$ cat src/rtl/imm_pkg.sv
// rtl/imm_pkg.sv - immediate format enum, field positions and decode function
package imm_pkg;

  typedef enum logic [2:0] {
    IMM_I     = 3'd0,
    IMM_S     = 3'd1,
    IMM_B     = 3'd2,
    IMM_U     = 3'd3,
    IMM_J     = 3'd4,
    IMM_SHAMT = 3'd5,
    IMM_ZIMM  = 3'd6,
    IMM_RSVD  = 3'd7
  } imm_src_e;

  // Widest supported immediate; narrower builds keep the low bits.
  localparam int MAX_XLEN = 64;

  // Instruction field positions used by the base-ISA immediate formats.
  localparam int SIGN_BIT   = 31;
  localparam int I_LO       = 20;
  localparam int S_HI_LO    = 25;
  localparam int S_LO_HI    = 11;
  localparam int S_LO_LO    = 7;
  localparam int U_LO       = 12;
  localparam int SHAMT_LO   = 20;
  localparam int SHAMT32_HI = 24;
  localparam int SHAMT64_HI = 25;
  localparam int ZIMM_HI    = 19;
  localparam int ZIMM_LO    = 15;

  typedef struct packed {
    logic                ill;
    logic [MAX_XLEN-1:0] imm;
  } imm_dec_t;

  // Decode to the widest format; callers keep the low xlen bits, which
  // is exactly the sign/zero-extended result for a 32-bit build too.
  function automatic imm_dec_t imm_decode(input logic [31:0] instr,
                                          input imm_src_e    src,
                                          input int          xlen);
    imm_dec_t r;
    r.ill = 1'b0;
    r.imm = '0;
    case (src)
      IMM_I: r.imm = {{52{instr[SIGN_BIT]}}, instr[SIGN_BIT:I_LO]};
      IMM_S: r.imm = {{52{instr[SIGN_BIT]}}, instr[SIGN_BIT:S_HI_LO],
                      instr[S_LO_HI:S_LO_LO]};
      IMM_B: r.imm = {{51{instr[SIGN_BIT]}}, instr[31], instr[7],
                      instr[30:25], instr[11:8], 1'b0};
      IMM_U: r.imm = {{32{instr[SIGN_BIT]}}, instr[SIGN_BIT:U_LO], 12'b0};
      IMM_J: r.imm = {{43{instr[SIGN_BIT]}}, instr[31], instr[19:12],
                      instr[20], instr[30:21], 1'b0};
      IMM_SHAMT: begin
        if (xlen == 64) r.imm = {58'b0, instr[SHAMT64_HI:SHAMT_LO]};
        else            r.imm = {59'b0, instr[SHAMT32_HI:SHAMT_LO]};
      end
      IMM_ZIMM: r.imm = {59'b0, instr[ZIMM_HI:ZIMM_LO]};
      default: begin
        r.imm = '0;
        r.ill = 1'b1;
      end
    endcase
    return r;
  endfunction

endpackage

$ cat src/rtl/imm_pipe_slice.sv
// rtl/imm_pipe_slice.sv - one valid/ready register slice
module imm_pipe_slice #(
  parameter int W = 33
) (
  input  logic         clk,
  input  logic         reset,
  input  logic         flush,
  input  logic         up_valid,
  output logic         up_ready,
  input  logic [W-1:0] up_data,
  output logic         dn_valid,
  input  logic         dn_ready,
  output logic [W-1:0] dn_data
);

  logic         valid_q;
  logic [W-1:0] data_q;

  // A full slice may reload in the same cycle its entry is taken.
  assign up_ready = !valid_q || dn_ready;
  assign dn_valid = valid_q;
  assign dn_data  = data_q;

  // Load on upstream transfer, empty when taken with nothing arriving.
  always_ff @(posedge clk) begin
    if (reset) begin
      valid_q <= 1'b0;
      data_q  <= '0;
    end else if (flush) begin
      valid_q <= 1'b0;
    end else if (up_valid && up_ready) begin
      valid_q <= 1'b1;
      data_q  <= up_data;
    end else if (dn_ready) begin
      valid_q <= 1'b0;
    end
  end

endmodule

$ cat src/rtl/imm_gen_pipe.sv
// rtl/imm_gen_pipe.sv - pipelined RV32I immediate generator with handshakes
module imm_gen_pipe
  import imm_pkg::*;
#(
  parameter int XLEN   = 32,
  parameter int STAGES = 1
) (
  input  logic            clk,
  input  logic            reset,
  input  logic            flush,
  input  logic            in_valid,
  output logic            in_ready,
  input  logic [31:0]     in_instr,
  input  imm_src_e        in_imm_src,
  output logic            out_valid,
  input  logic            out_ready,
  output logic [XLEN-1:0] out_imm,
  output logic            out_illegal
);

  imm_dec_t        dec;
  logic [STAGES:0] vld;
  logic [STAGES:0] rdy;
  logic [XLEN:0]   dat [STAGES+1];
  logic            unused_dec;

  assign dec = imm_decode(in_instr, in_imm_src, XLEN);

  // Upper decode bits are only meaningful for a 64-bit build.
  assign unused_dec = ^dec.imm;

  assign vld[0]      = in_valid;
  assign in_ready    = rdy[0];
  assign dat[0]      = {dec.ill, dec.imm[XLEN-1:0]};
  assign rdy[STAGES] = out_ready;
  assign out_valid   = vld[STAGES];
  assign out_illegal = dat[STAGES][XLEN];
  assign out_imm     = dat[STAGES][XLEN-1:0];

  for (genvar g = 0; g < STAGES; g++) begin : g_slice
    imm_pipe_slice #(.W(XLEN + 1)) u_slice (
      .clk      (clk),
      .reset    (reset),
      .flush    (flush),
      .up_valid (vld[g]),
      .up_ready (rdy[g]),
      .up_data  (dat[g]),
      .dn_valid (vld[g+1]),
      .dn_ready (rdy[g+1]),
      .dn_data  (dat[g+1])
    );
  end

  // Legal build configurations.
  a_xlen: assert property (@(posedge clk) (XLEN == 32 || XLEN == 64));
  a_stages: assert property (@(posedge clk) (STAGES >= 1 && STAGES <= 3));

  // A held output must not change until the consumer takes it.
  a_hold: assert property (@(posedge clk)
    $past(out_valid && !out_ready && !flush && !reset) |->
      (out_valid && out_imm == $past(out_imm) && out_illegal == $past(out_illegal)));

endmodule

$ cat config.mk
export PLATFORM = sky130hd
export DESIGN_NAME = imm_gen_pipe
export DESIGN_NICKNAME = d
export VERILOG_FILES = /design/src/rtl/imm_pkg.sv /design/src/rtl/imm_pipe_slice.sv /design/src/rtl/imm_gen_pipe.sv
export SDC_FILE = /design/constraint.sdc
export NUM_CORES = 1
export LEC_CHECK = 0
export BUFFER_PORTS_ARGS = -buffer_cell sky130_fd_sc_hd__buf_4
export CAP_MARGIN = 20
export CORE_ASPECT_RATIO = 0.5
export CORE_MARGIN = 2
export CORE_UTILIZATION = 48
export CTS_CLUSTER_DIAMETER = 30
export DETAILED_ROUTE_END_ITERATION = 16
export GPL_TIMING_DRIVEN = 0
export HOLD_SLACK_MARGIN = 0.08
export PLACE_DENSITY = 0.79
export SYNTH_ARGS = -nofsm -noshare
export SYNTH_HDL_FRONTEND = slang
export SYNTH_SLANG_ARGS = --single-unit
$ cat constraint.sdc
create_clock -name clk -period 1.7 [get_ports clk]
set_input_delay 0.17 -clock clk [delete_from_list [all_inputs] [get_ports clk]]
set_output_delay 0.17 -clock clk [all_outputs]
set_load 0.02 [all_outputs]
# After elaboration in Yosys (flattened, before gate mapping)
# Index checks and enable logic that the tools add are counted.
[op_classes]
bitwise = 1
n_mux = 4
n_eq_ne = 6
reduce_logical = 8
[ops]
columns = ["op", "n"]
rows = [
  ["32-bit one-hot mux with 7 select lines", 1],
  ["3-bit equality test, second input constant", 3],
  ["7-bit OR reduction", 1],
  ["3-bit by 2-bit equality test with 1-bit output, second input constant", 2],
  ["3-bit by 1-bit equality test with 1-bit output, second input constant", 1],
  ["3-bit logical NOT", 1],
  ["1-bit 2-to-1 mux", 3],
  ["2-bit AND reduction", 1],
  ["2-bit nonzero test", 1],
  ["2-bit OR reduction", 1],
  ["1-bit logical AND", 1],
  ["1-bit logical NOT", 1],
  ["1-bit logical OR", 1],
  ["1-bit inverter", 1],
]
[word_totals]
inputBits = 40
out_inout_bits = 35
ff_bits = 34
wordCells = 21

# Logic depth before layout (Yosys ltp)
[logic_depth]
depth_word = 4
ltp_mapped = 6
mapped_depth_nobuf = 4

# Hierarchy
# Synthesis repeated with hierarchy kept, for this count alone.
[hier_totals]
hier_cells = 236
hier_area_um2 = 2139.6
[by_module_without_submodules]
columns = ["mod", "area_each_um2", "cells_each", "instances", "seq_area_each_um2"]
rows = [
  ["imm_pipe_slice", 1561.5, 149, 1, 680.7],
  ["imm_gen_pipe", 578.1, 87, 1, 0.0],
]

# Worst setup path after synthesis
# OpenSTA, ideal clock, no wires.
[synth_timing]
path_kind = "reg-to-reg"
from = "reg g_slice[0].u_slice.valid_q"
to = "reg g_slice[0].u_slice.data_q[12]"
arrival_time_ps = 1315
slack_ps = 238
n_path_buf = 2
stages_incl_launch_ff = 7
cell_sequence = "dfxtp_1 > nor2b_1 > buf_2 > clkinv_1 > buf_2 > a21oi_1 > a211oi_1"
[synth_via]
elab_chain_len = 4
[synth_rtl]
columns = ["element", "line_no", "text"]
rows = [
  ["start: declaration", "imm_pipe_slice.sv:16", "logic valid_q;"],
  ["start signal: assignment", "imm_pipe_slice.sv:27", "valid_q <= 1'b0;"],
  ["start signal: assignment", "imm_pipe_slice.sv:30", "valid_q <= 1'b0;"],
  ["start signal: assignment", "imm_pipe_slice.sv:32", "valid_q <= 1'b1;"],
  ["1-bit logical NOT", "imm_pipe_slice.sv:20", "assign up_ready = !valid_q || dn_ready;"],
  ["1-bit logical OR", "imm_pipe_slice.sv:20", ""],
  ["via in_ready", "imm_gen_pipe.sv:12", "output logic in_ready,"],
  ["1-bit logical AND", "imm_pipe_slice.sv:31", "end else if (up_valid && up_ready) begin"],
  ["2-bit AND reduction (no line)", "--", ""],
  ["end signal: assignment", "imm_pipe_slice.sv:33", "data_q <= up_data;"],
  ["end: declaration", "imm_pipe_slice.sv:17", "logic [W-1:0] data_q;"],
]
# The timed path passes the listed nets, and every way through them passes these cells.
# A chain may end at the register's enable or synchronous reset.

# Worst setup path in the final report
[layout_timing]
from = "reg g_slice[0].u_slice.valid_q"
to = "out in_ready"
[layout_via]
elab_chain_len = 2
[layout_rtl]
columns = ["element", "line_no"]
rows = [
  ["1-bit logical NOT", "imm_pipe_slice.sv:20"],
  ["1-bit logical OR", "imm_pipe_slice.sv:20"],
  ["end: declaration", "imm_gen_pipe.sv:12"],
]
# Every way passes these cells.

==> flow_summary.ini <==
[worst_hold_path]
hold_start = in_valid
hold_path_class = in -> reg

[grt]
grtUsageTotal_pct = 21.8
antenna_found_initial = 0
grt-ovfl-total = 0
grt_pass1_vias = 1651
grt_max_degree = 12
grt_pass1_wl_um = 7690

[finish]
nNetsFinal = 335
syn_to_final_growth_pct = 38.0
antenna_cells = 0
post-route-util_pct = 68.1
layout-drive-gt1-share_pct = 42.2
instances_no_fill = 350
fillers = 316

[power]
leakagePower_nw = 1.15
power_density_mw_per_mm2 = 874
ir_drop_mv = 0.590

[timing]
worstMarginPinSlew_ps = 676
fmax_mhz = 638
drv_slew = 0
fin_crit_ps = 1570
rsz0062_at_grt = false
fin_tns_setup_ps = 0
relSlewSlack_pct = 54.9
setup_viol = 0
hold_violations = 0
post-route-period-util_pct = 92.1
final.setup_skew_ps = 11.9

[worst_setup_path]
slowest_delay_ps = 330
crit_chain = nor2b_1 > clkbuf_4 > inv_4 > clkbuf_4 > buf_4
cp_slowest_cell = dfxtp_1
cp_max_fo = 10
critPathMostFrequentCell = clkbuf_4
cp.arrival_ps = 1400
r2r-start = g_slice[0].u_slice.dn_valid$_SDFFE_PP0P_
crit_start = g_slice[0].u_slice.dn_valid$_SDFFE_PP0P_
cp.buffers_inverters = 4
end_kind = primary output
path_delay_family = buffers and inverters
cp-start-kind = flop
critPathRequiredTime_ps = 1530
critical_path_class = reg -> out

[yosys]
synth_cell_types = 30
ys_seq_area_share_pct = 35.9
synthCells = 222
yosys.area.top_type = dfxtp_1
ys_ff_latch = 34
syn_nets = 262
yosysTopAreaCellShare_pct = 35.9
synthTopCellsByArea = dfxtp_1, buf_4, a21oi_1, a311oi_1, o21ai_0
yosysWarnings = 0
syn_avg_cell_area_sq_um = 8.55
netlist_area_sq_mm = 0.00190

[drt]
routed_wirelength_um = 4950
drtIter0Drc = 103
via_count = 1909
drt_pass1_iterations = 4
drc = 0
routed_via_density = 5.45
antenna_left = 0
wire_per_inst_um = 14.1

[place]
dp_cells = 341
dp_hpwl_um = 3700
numPortBuffers = 65
gp_congestion = 0.861

[floorplanning]
start_util_pct = 49.4
coreArea_sq_mm = 0.00384
rows = 16
dieArea_sq_mm = 0.00450
pin_count = 75
die_x_um = 92.9
die_h_um = 48.5

[clocking]
cts.root.buffer_cell = clkbuf_8
cts.clk_slew.worst_paths_ps = 80
numCtsBuffers = 5
cts_sinks = 34
cts_tree = built
cts.path.max_buffers = 2
h-tree-depth = 2
clk_latency_ps = 290

[flow_run]
cap_viol_max_count = 0

[outcome]
status = finished clean
## state kept, by name (all words and copies together), names as in the netlist
| signal | flops |
|---|---|
| g_slice.u_slice.dn_data | 33 |
| g_slice.u_slice.dn_valid | 1 |
## final timing paths
check	end	slack, ps	cells after the start
worst max register to register	g_slice[0].u_slice.dn_data[3]$_SDFFE_PP0P_	140	6
worst max-delay path	in_ready	130	5
worst min register to register	g_slice[0].u_slice.dn_data[8]$_SDFFE_PP0P_	480	2
worst min-delay path	g_slice[0].u_slice.dn_valid$_SDFFE_PP0P_	150	3
## per-stage QoR
stage / worst slack, ps / hold slack [ps] / cell area (sq um) / power (W)
3_3_place_gp: 110 / 355 / 2450 / 0.00135
5_1_grt: 40.7 / 173 / 2620 / 0.00237
2_1_floorplan: 238 / 249 / 1900 / 0.00118
6_report: 134 / 151 / 2620 / 0.00229
3_5_place_dp: 86.7 / 352 / 2450 / 0.00136
4_1_cts: 18.0 / 151 / 2610 / 0.00229
## per-layer routing
metal	up-vias	GRT usage, %	share of wire (%)
met5	-	0	0
met4	0	7.60	0.99
met3	4	5.30	9.0
met2	79	32.5	45
met1	887	30.9	45
li1	939	-	-
## layout make-up
cell class / count / area (sq um) / share of cell area, %
Inverter: 3 / 13.8 / 0.526
Multi-Input combinational cell: 133 / 870 / 33.2
Buffer: 52 / 347 / 13.2
Tap cell: 54 / 67.6 / 2.58
Timing Repair Buffer: 66 / 498 / 19.0
Clock buffer: 6 / 82.6 / 3.15
Sequential cell: 34 / 681 / 26.0
Clock inverter: 2 / 60.1 / 2.29
## cell usage after synthesis
library cell  instances
mux2i_1               4
nor2_1                6
a21oi_1              33
o21ai_0              18
a211oi_1              8
nor3_1                1
nand4_1               1
a311oi_1             17
nand2b_1              2
mux2_2                1
maj3_2                1
dfxtp_1              34
a32oi_1               4
or4b_1                6
clkbuf_1              6
nor2_2                1
clkinv_1              1
a31oi_1               1
buf_4                33
or4_1                 1
buf_6                 1
nand2_1              14
a211o_1               4
a311oi_2              1
inv_1                 2
and4b_1               1
buf_2                12
nor2b_1               4
nor3b_2               1
and3b_1               3
## cell usage in the layout, fill, tap and decap left out, types with 3 or more instances in the layout
master,Yosys,final
mux2i_1,4,4
and3b_1,3,3
o21ai_0,18,18
nor2b_1,4,4
a32oi_1,4,4
clkbuf_1,6,6
or4b_1,6,6
clkbuf_8,0,6
buf_2,12,10
buf_4,33,98
dfxtp_1,34,34
nand2_1,14,14
a311oi_1,17,17
a211oi_1,8,8
a211o_1,4,4
nor2_1,6,6
a21oi_1,33,33
## repair_timing
action / in CTS / in global routing
cloned: 0 / 0
hold endpoints to repair: 1 / 0
setup buffers: 0 / 0
setup endpoints to repair: 1 / 11
hold buffers: 1 / 0
gates resized for setup: 1 / 4
## worst register-to-register path, delay by kind of cell, from the launching register on
family	cells	cell delay [ps]
flip-flops	1	310
AO/OA/AOI/OAI	1	120
AND/OR/NAND/NOR	2	340
buffers and inverters	3	650
## report_power, final
group	switching [W]	total [W]	leakage, nW	internal [W]
clock network	0.000314	0.000940	0.0714	0.000626
logic	0.000239	0.000480	0.795	0.000240
registers	0.0000244	0.000868	0.279	0.000844
## logic make-up after synthesis
family / after synthesis / share of synthesized area [%]
compound gates: 86 / 29.3
flops: 34 / 35.9
mux: 5 / 2.70
fa+ha+maj: 1 / 0.593
simple gates: 41 / 13.0
buf+inv: 55 / 18.6
Note: power is estimated with default switching activity, not from simulation.
